**src/rtl/reg_slice_skid.sv**
```systemverilog
`default_nettype none
// ============================================================================
// Module      : reg_slice_skid
// Description : Valid/ready pipeline register slice. With SKID=1 a second
//               (skid) entry lets the slice sustain one transfer per cycle
//               while s_ready stays a pure register output. With SKID=0 the
//               slice holds one entry and moves at most one item per two
//               cycles.
// Revision    : 1.0 - initial release
// ============================================================================
module reg_slice_skid #(
    parameter int               WIDTH     = 8,
    parameter int               SKID      = 1,
    parameter logic [WIDTH-1:0] RESET_VAL = '0
) (
    input  logic             clk,
    input  logic             rst,
    input  logic             flush,
    input  logic             s_valid,
    output logic             s_ready,
    input  logic [WIDTH-1:0] s_data,
    output logic             m_valid,
    input  logic             m_ready,
    output logic [WIDTH-1:0] m_data,
    output logic [1:0]       occupancy
);

    typedef enum logic [1:0] {
        EMPTY = 2'd0,
        BUSY  = 2'd1,
        FULL  = 2'd2
    } state_t;

    state_t           state_q, state_d;
    logic [WIDTH-1:0] main_q, main_d;
    logic [WIDTH-1:0] skid_q, skid_d;
    logic             s_ready_q, s_ready_d;
    logic             m_valid_q, m_valid_d;
    logic [1:0]       occ_q, occ_d;
    logic             w_in;
    logic             w_out;

    assign w_in  = s_valid & s_ready_q;
    assign w_out = m_valid_q & m_ready;

    // Next-state, data movement and next values of the registered outputs.
    always_comb begin
        state_d = state_q;
        main_d  = main_q;
        skid_d  = skid_q;
        if (flush) begin
            // Entries are dropped; data registers deliberately keep contents.
            state_d = EMPTY;
        end else begin
            case (state_q)
                EMPTY: begin
                    if (w_in) begin
                        state_d = BUSY;
                        main_d  = s_data;
                    end
                end
                BUSY: begin
                    if (SKID != 0) begin
                        if (w_in && !w_out) begin
                            state_d = FULL;
                            skid_d  = s_data;
                        end else if (w_in && w_out) begin
                            main_d  = s_data;
                        end else if (w_out) begin
                            state_d = EMPTY;
                        end
                    end else begin
                        // s_ready is low while BUSY, so only a drain can occur.
                        if (w_out) begin
                            state_d = EMPTY;
                        end
                    end
                end
                FULL: begin
                    if (w_out) begin
                        state_d = BUSY;
                        main_d  = skid_q;
                    end
                end
                default: begin
                    state_d = EMPTY;
                end
            endcase
        end

        // Ready is computed from the next state so it can be registered.
        if (SKID != 0) begin
            s_ready_d = (state_d != FULL);
        end else begin
            s_ready_d = (state_d == EMPTY);
        end
        m_valid_d = (state_d != EMPTY);
        case (state_d)
            BUSY:    occ_d = 2'd1;
            FULL:    occ_d = 2'd2;
            default: occ_d = 2'd0;
        endcase
    end

    // State, data and output registers; async reset forces s_ready low.
    always_ff @(posedge clk or posedge rst) begin
        if (rst) begin
            state_q   <= EMPTY;
            main_q    <= RESET_VAL;
            skid_q    <= RESET_VAL;
            s_ready_q <= 1'b0;
            m_valid_q <= 1'b0;
            occ_q     <= 2'd0;
        end else begin
            state_q   <= state_d;
            main_q    <= main_d;
            skid_q    <= skid_d;
            s_ready_q <= s_ready_d;
            m_valid_q <= m_valid_d;
            occ_q     <= occ_d;
        end
    end

    assign s_ready   = s_ready_q;
    assign m_valid   = m_valid_q;
    assign m_data    = main_q;
    assign occupancy = occ_q;

endmodule
`default_nettype wire

```
**config.mk**
```make
export PLATFORM = sky130hd
export DESIGN_NAME = reg_slice_skid
export DESIGN_NICKNAME = d
export VERILOG_FILES = /design/src/rtl/reg_slice_skid.sv
export SDC_FILE = /design/constraint.sdc
export NUM_CORES = 1
export LEC_CHECK = 0
export CELL_PAD_IN_SITES_DETAIL_PLACEMENT = 0
export CELL_PAD_IN_SITES_GLOBAL_PLACEMENT = 2
export CORE_AREA = 2 2 56 58
export CTS_BUF_LIST = sky130_fd_sc_hd__clkbuf_4 sky130_fd_sc_hd__clkbuf_8
export CTS_CLUSTER_SIZE = 12
export DETAILED_ROUTE_END_ITERATION = 16
export DIE_AREA = 0 0 58 60
export PLACE_DENSITY_LB_ADDON = 0.1
export SYNTH_ARGS = -nofsm -noshare
export SYNTH_HDL_FRONTEND = slang
export SYNTH_SLANG_ARGS = --single-unit
```
**constraint.sdc**
```tcl
create_clock -name clk -period 2.3 [get_ports clk]
set_clock_uncertainty 0.05 [all_clocks]
set_input_delay 0.46 -clock clk [delete_from_list [all_inputs] [get_ports clk]]
set_output_delay 0.46 -clock clk [all_outputs]
set_load 0.005 [all_outputs]
```
======== Word level (Yosys, flattened, before mapping) ========
Index checks and enable logic that the tools add are counted.
word-level totals
  register bits after elaboration ......... 22
  input port bits ......................... 13
  output and inout port bits .............. 12
  logic and storage cells ................. 39
cells by class
  equal/unequal tests ..................... 9
  multiplexer cells ....................... 13
  bitwise gates (word level) .............. 3
  reduce and logical (&&, ||, !) cells .... 8
operators with widths
  cell                  number
  $mux W8               4
  $pmux W8 S3           1
  $mux W2               6
  $ne A2 B2 Y1 const B  5
  $pmux W2 S3           1
  $reduce_and A6 Y1     1
  $eq A2 B1 Y1 const B  2
  $eq A2 B2 Y1 const B  2
  $pmux W2 S2           1
  $reduce_and A3 Y1     1
  $reduce_bool A3 Y1    1
  $and A1 B1 Y1         2
  $logic_and A1 B1 Y1   2
  $logic_not A2 Y1      1
  $reduce_bool A2 Y1    1
  $logic_not A1 Y1      1
  $not A1 Y1            1

======== Depth between registers and ports, before layout ========
Gate-level depths: netlist of the first run.
  depth after elaboration ................. 8
  depth in mapped cells ................... 4
  depth with buffers taken out ............ 3

======== Worst setup path after synthesis of the first run ========
OpenSTA, ideal clock, no wires.
  path kind ............................... register -> register
  start point ............................. register state_q[1]
  end point ............................... register skid_q[0]
  setup time .............................. 0.125 ns
  arrival ................................. 1.246 ns
  required time ........................... 2.125 ns
  path slack .............................. 0.879 ns
  stages on the path, launching flop included .. 5
  buffers on the path ..................... 1
  clock period less this slack ............ 1.421 ns
  path through ............................ dfrtp_1 > nand4b_1 > a211o_1 > buf_6 > mux2_4
on the way
  longest elaborated chain between the ends .. 2
ends and longest elaborated chain
  item                                line  source
  start: declaration                  34    state_t state_q, state_d;
  start signal: assignment            115   state_q <= state_d;
  $eq A2 B1 Y1                        55    case (state_q)
  $reduce_and A3 Y1 (no source line)  -
  end signal: assignment              117   skid_q <= skid_d;
  end: declaration                    36    logic [WIDTH-1:0] skid_q, skid_d;
No other way between the ends.
A chain may end at the register's enable or synchronous reset.

======== Worst setup path in the final report of the first run ========
  start point ............................. input port s_valid
  end point ............................... register skid_q[3]
on the way
  longest elaborated chain between the ends .. 3
ends and longest elaborated chain
  item                                line  source
  start: declaration                  19    input logic s_valid,
  $and A1 B1 Y1                       43    assign w_in = s_valid & s_ready_q;
  $logic_and A1 B1 Y1                 64    if (w_in && !w_out) begin
  $reduce_and A3 Y1 (no source line)  -
No other way between the ends.

==> results.toml, run 1 <==
[outcome]
status = "completed"

[routing]
drtIter0Drc = 21
final_antenna_net_count = 0
first_pass_iters = 3
drt-total-wl_um = 1960
vias = 655
drc = 0
via_per_inst = 5.04
wire_per_inst_um = 15.0

[cts]
cts_tree = "yes"
clk_path_buf_depth = 2
cts.sinks = 22
clkLatencyLatePin_ns = 0.30
cts-resized-gates = 0
cts_hold_buf = 0
root_buffer = "clkbuf_4"
post_cts_buffers = 0
cts_inserted_buffers = 3
path_clk_slew_ns = 0.12
htree_levels = 1

[setup_path]
crit_chain = "clkdlybuf4s50_1, nand4b_1, a211o_1, mux2_4"
critPathCaptureType = "flip-flop"
path_max_fanout = 8
path_class = "input pin to flip-flop"
crit_family = "buffers and inverters"
required_ns = 2.44
cp_num_buf_inv = 1
max_stage_delay_ns = 0.55
critPathSlowestCell = "clkdlybuf4s50_1"
arrival_ns = 1.95
startpoint_type = "input pin"

[sta]
fmax_mhz = 554
min_period_over_period_pct = 78.4
period_needed_ns = 1.80
fin_ws_ns = 0.496
hold_violations = 0
tightest_slew_ns = 0.524
relSlewSlack_pct = 65.1
fin_setup_tns_ns = 0
slew_viol_final = 0
finalSetupViolations = 0
rsz0062_at_grt = "no"
fin_hold_ws_ns = 0.426

[floorplanning]
dieArea_mm2 = 0.00348
die_y_um = 60
coreArea_mm2 = 0.00290
start_util_pct = 33.3
io_pins = 25
rows = 20
die_w_um = 58

[yosys]
synth_top_flop_cell = "dfrtp_1"
netlist_instances = 69
syn-num-nets = 82
yosys.area.top_type = "dfrtp_1"
ys_seq_elements = 22
synth.most_common_cell = "dfrtp_1"
synth_cell_type_count = 21
ys_async_sr_fraction_pct = 100
netlist_area_um2 = 966
synth_edf_count = 0
ys_warn_count = 0
synth_area_leaders = "dfrtp_1 (57%), mux2_4 (12%), a2bb2oi_1 (8.2%)"
yosysTopAreaCellShare_pct = 57.0
postSynthAreaPerCell_um2 = 14.0
netlist_top_cells_count = "dfrtp_1 (22), a2bb2oi_1 (9), mux2_4 (8), o22ai_1 (8), inv_1 (5)"
synth_seq_area_share_pct = 57.0

[final_layout]
stdcell_area_mm2 = 0.00128
regArea_um2 = 551
synthToLayoutAreaGrowth_pct = 32.1
finalNetCount = 112
antenna_cells = 0
multi_input_area_um2 = 380
drive_above_1_share_pct = 16.5
fillCellCount = 290

[power]
power_frac_clock_pct = 14.0
p_sw_share_pct = 26.7
power_density_mw_per_mm2 = 962
p_seq_share_pct = 49.7
power_mw = 1.23
power_frac_comb_pct = 36.3
vdd_drop_max_v = 0.000545
internal_power_uw = 901
p_leak_nw = 0.561
p_sw_uw = 327

[global_route]
grt_max_degree = 23
grt_overflow = 0
grtUsageTotal_pct = 13.1
grt_pass1_wl_um = 3310
grt_pass1_vias = 678
antenna_found_initial = 0

[place]
place.gp.congestion = 0.758
dp_hpwl_um = 1360
place_area_mm2 = 0.00125
pre_cts_slack_ns = 0.162
io_buffers = 24

[flow_run]
maxCapViolCount = 0

[hold_path]
hp-class = "input pin to asynchronous set/reset pin"
-- stage by stage --
stage | instances | util (%)
CTS | 130 | 44.0
global placement | 127 | 43.2
finish | 130 | 44.0
global route | 130 | 44.0
floorplan | 69 | -
detailed placement | 127 | 43.2
-- sequential cells by signal, indices dropped and copies added (netlist names) --
name       cells
s_ready        1
m_valid        1
m_data         8
occupancy      2
state_q        2
skid_q         8
-- kinds of logic after synthesis --
group	synth area share (%)
flip-flops	57.0
XOR/XNOR	0.907
AO/OA/AOI/OAI	21.4
AND/OR/NAND/NOR	4.66
multiplexers	12.4
buffers and inverters	3.63
-- worst min-delay path: cells and delay by family --
kind | cells | cell delay (ns)
buffers and inverters | 3 | 0.72
-- routing by layer --
layer / vias up / GRT usage (%) / part of all wire [%]
met5: - / 0 / 0
met4: 0 / 5.98 / 1.4
met3: 4 / 2.38 / 4.3
met2: 16 / 18.2 / 42
met1: 311 / 19.6 / 52
li1: 324 / - / -
-- layout make-up --
class / count / area share (%)
Clock buffer: 3 / 1.76
Inverter: 5 / 1.47
Tap cell: 33 / 3.24
Timing Repair Buffer: 27 / 20.6
Sequential cell: 22 / 43.1
Multi-Input combinational cell: 40 / 29.8
-- final timing paths --
path	from	to	slack (ns)	cells past startpoint
worst max-delay path	s_valid	skid_q[3]	0.50	4
worst min-delay path	rst	occupancy[1]	0.43	3
worst max register to register	state_q[0]	m_data[4]	0.62	3
worst min register to register	skid_q[4]	skid_q[4]	0.47	1
max in group asynchronous	rst	m_data[6]	1.54	3
min in group clk	skid_q[4]	skid_q[4]	0.47	1
-- placed cells by master, fill, tap and decap left out, drive strengths merged, types with 3 or more instances in the layout --
| master | n |
|---|---|
| a211oi | 3 |
| a2bb2oi | 9 |
| buf | 3 |
| clkbuf | 3 |
| clkdlybuf4s50 | 24 |
| dfrtp | 22 |
| inv | 5 |
| mux2 | 8 |
| o22ai | 8 |
-- power groups by stage --
stage | clock, mW | sequential, mW | combinational [mW]
after floorplan | 0 | 0.611 | 0.246
after global placement | 0 | 0.617 | 0.447
after detailed placement | 0 | 0.616 | 0.452
after CTS | 0.182 | 0.611 | 0.453
after global routing | 0.200 | 0.631 | 0.485
final | 0.171 | 0.610 | 0.446
Note: power is estimated with default switching activity, not from simulation.
==> inputs of run 2 (changes only) <==
--- a/config.mk
+++ b/config.mk
@@ -7,11 +7,11 @@
 export LEC_CHECK = 0
 export CELL_PAD_IN_SITES_DETAIL_PLACEMENT = 0
 export CELL_PAD_IN_SITES_GLOBAL_PLACEMENT = 2
-export CORE_AREA = 2 2 56 58
+export CORE_AREA = 2 2 60 62
 export CTS_BUF_LIST = sky130_fd_sc_hd__clkbuf_4 sky130_fd_sc_hd__clkbuf_8
 export CTS_CLUSTER_SIZE = 12
 export DETAILED_ROUTE_END_ITERATION = 16
-export DIE_AREA = 0 0 58 60
+export DIE_AREA = 0 0 62 64
 export PLACE_DENSITY_LB_ADDON = 0.1
 export SYNTH_ARGS = -nofsm -noshare
 export SYNTH_HDL_FRONTEND = slang
==> constraint.sdc (replaced) <==
create_clock -name clk -period 1.45 [get_ports clk]
set_clock_uncertainty 0.05 [all_clocks]
set_input_delay 0.29 -clock clk [delete_from_list [all_inputs] [get_ports clk]]
set_output_delay 0.29 -clock clk [all_outputs]
set_load 0.005 [all_outputs]
==> run 2 against run 1 <==
Compared with the run above: the run now ends with setup timing left; register-to-register slack lost 0.64 ns; core utilization rose by 1.8 points; non-clock buffer count rose by 16; cell count is 23% higher; sequential power up 59%; worst hold slack lost 0.17 ns; combinational power grew 93%; largest cell class unchanged; highest routed layer unchanged.
==> results.toml, run 2 (synthesis results as in run 1) <==
[outcome]
status = "complete, but fails checks"
violations = "setup timing"

[setup_path]
required_ns = 1.61
startpoint_type = "flip-flop"
arrival_ns = 1.63
path_max_fanout = 8
path_class = "flip-flop to flip-flop"
critPathCaptureType = "flip-flop"

[floorplanning]
die_y_um = 64
die_w_um = 62
rows = 21
start_util_pct = 29.4
dieArea_mm2 = 0.00397
coreArea_mm2 = 0.00328
io_pins = 25

[routing]
routed.top_layer = "met4"
wire_per_inst_um = 14.0
drtIter0Drc = 12
route.met2.wl_um = 958
wl_met1_um = 1160
final_antenna_net_count = 0
wl_met3_um = 103
vias = 752
drt-total-wl_um = 2250
drc = 0
via_per_inst = 4.70
first_pass_iters = 4

[final_layout]
final_common_cell = "dfrtp_1"
finalNetCount = 128
fillCellCount = 315
synthToLayoutAreaGrowth_pct = 55.6
layout_common_cells = "dfrtp_1 (22), buf_4 (16), clkdlybuf4s50_1 (12)"
drive_above_1_share_pct = 39.5
antenna_cells = 0

[global_route]
antenna_found_initial = 0
grt_max_degree = 23
grt_pass1_vias = 725
grtUsageTotal_pct = 12.2
grt_overflow = 0
grt_pass1_wl_um = 3460

[cts]
path_clk_slew_ns = 0.13
clk_path_buf_depth = 2
cts_inserted_buffers = 3
cts_tree = "yes"
htree_levels = 1
cts.sinks = 22
root_buffer = "clkbuf_4"
clkLatencyLatePin_ns = 0.32
cts_hold_buf = 0

[hold_path]
hp-class = "input pin to asynchronous set/reset pin"

[sta]
min_period_over_period_pct = 101
slew_viol_final = 0
relSlewSlack_pct = 80.5
rsz0062_at_grt = "yes"
fmax_mhz = 680
fin_ws_ns = -0.0195
fin_hold_ws_ns = 0.259
tightest_slew_ns = 0.293
finalSetupViolations = 8
period_needed_ns = 1.47
hold_violations = 0

[power]
vdd_drop_max_v = 0.000579
power_density_mw_per_mm2 = 1450
p_leak_nw = 0.679

[place]
place.gp.congestion = 0.774
pre_cts_slack_ns = -0.355
dp_hpwl_um = 1560
io_buffers = 24

[flow_run]
maxCapViolCount = 0
-- run 2: routing by layer --
layer	GRT usage (%)	vias up
li1	-	354
met1	17.9	372
met2	17.1	22
met3	2.63	4
met4	4.79	0
met5	0	-
-- run 2: critical path: stages, from the launching register on --
cell and delay, ns:
dfrtp_1 0.39, nand4b_1 0.19, a211o_1 0.28, buf_12 0.16, mux2_4 0.29
-- run 2: cell type report --
cell class,instances,area (um2),share of cell area [%]
tap,46,57.6,3.83
clock buffer,4,36.3,2.41
timing repair buffer,43,385,25.6
sequential,22,551,36.6
inverter,5,18.8,1.25
multi-input combinational,40,454,30.2
-- run 2: metrics by stage --
| step | area (um2) | cells | util (%) | setup TNS [ns] | power [mW] |
|---|---|---|---|---|---|
| after CTS | 1430 | 160 | 43.6 | -0.140 | 2.08 |
| after floorplan | 966 | 69 | - | 0 | 1.36 |
| final | 1500 | 160 | 45.8 | -0.0910 | 2.18 |
| after global placement | 1370 | 152 | 41.8 | -4.87 | 1.75 |
| after detailed placement | 1370 | 152 | 41.8 | -5.18 | 1.75 |
| after global routing | 1500 | 160 | 45.8 | -0.456 | 2.33 |
-- run 2: report_power, final --
group	internal [mW]	switching (mW)	leakage [nW]
clock	0.153	0.197	0.0210
sequential	0.838	0.132	0.259
combinational	0.580	0.282	0.400
total	1.57	0.610	0.679
-- run 2: timing repair --
item,4_1_cts,5_1_grt
pin swaps,0,1
cloned,0,0
resized for setup,14,15
endpoints found under the setup margin,21,19
setup buffers,4,0
-- run 2: worst paths after layout --
| kind | from | endpoint | slack [ns] | depth (start not counted) |
|---|---|---|---|---|
| min in group clk | skid_q[7] | skid_q[7] | 0.48 | 1 |
| max in group asynchronous | rst | m_data[7] | 0.86 | 3 |
| worst max-delay path | state_q[1] | skid_q[6] | -0.02 | 4 |
| worst min register to register | skid_q[7] | skid_q[7] | 0.48 | 1 |
| worst max register to register | state_q[1] | skid_q[6] | -0.02 | 4 |
| worst min-delay path | rst | state_q[0] | 0.26 | 3 |
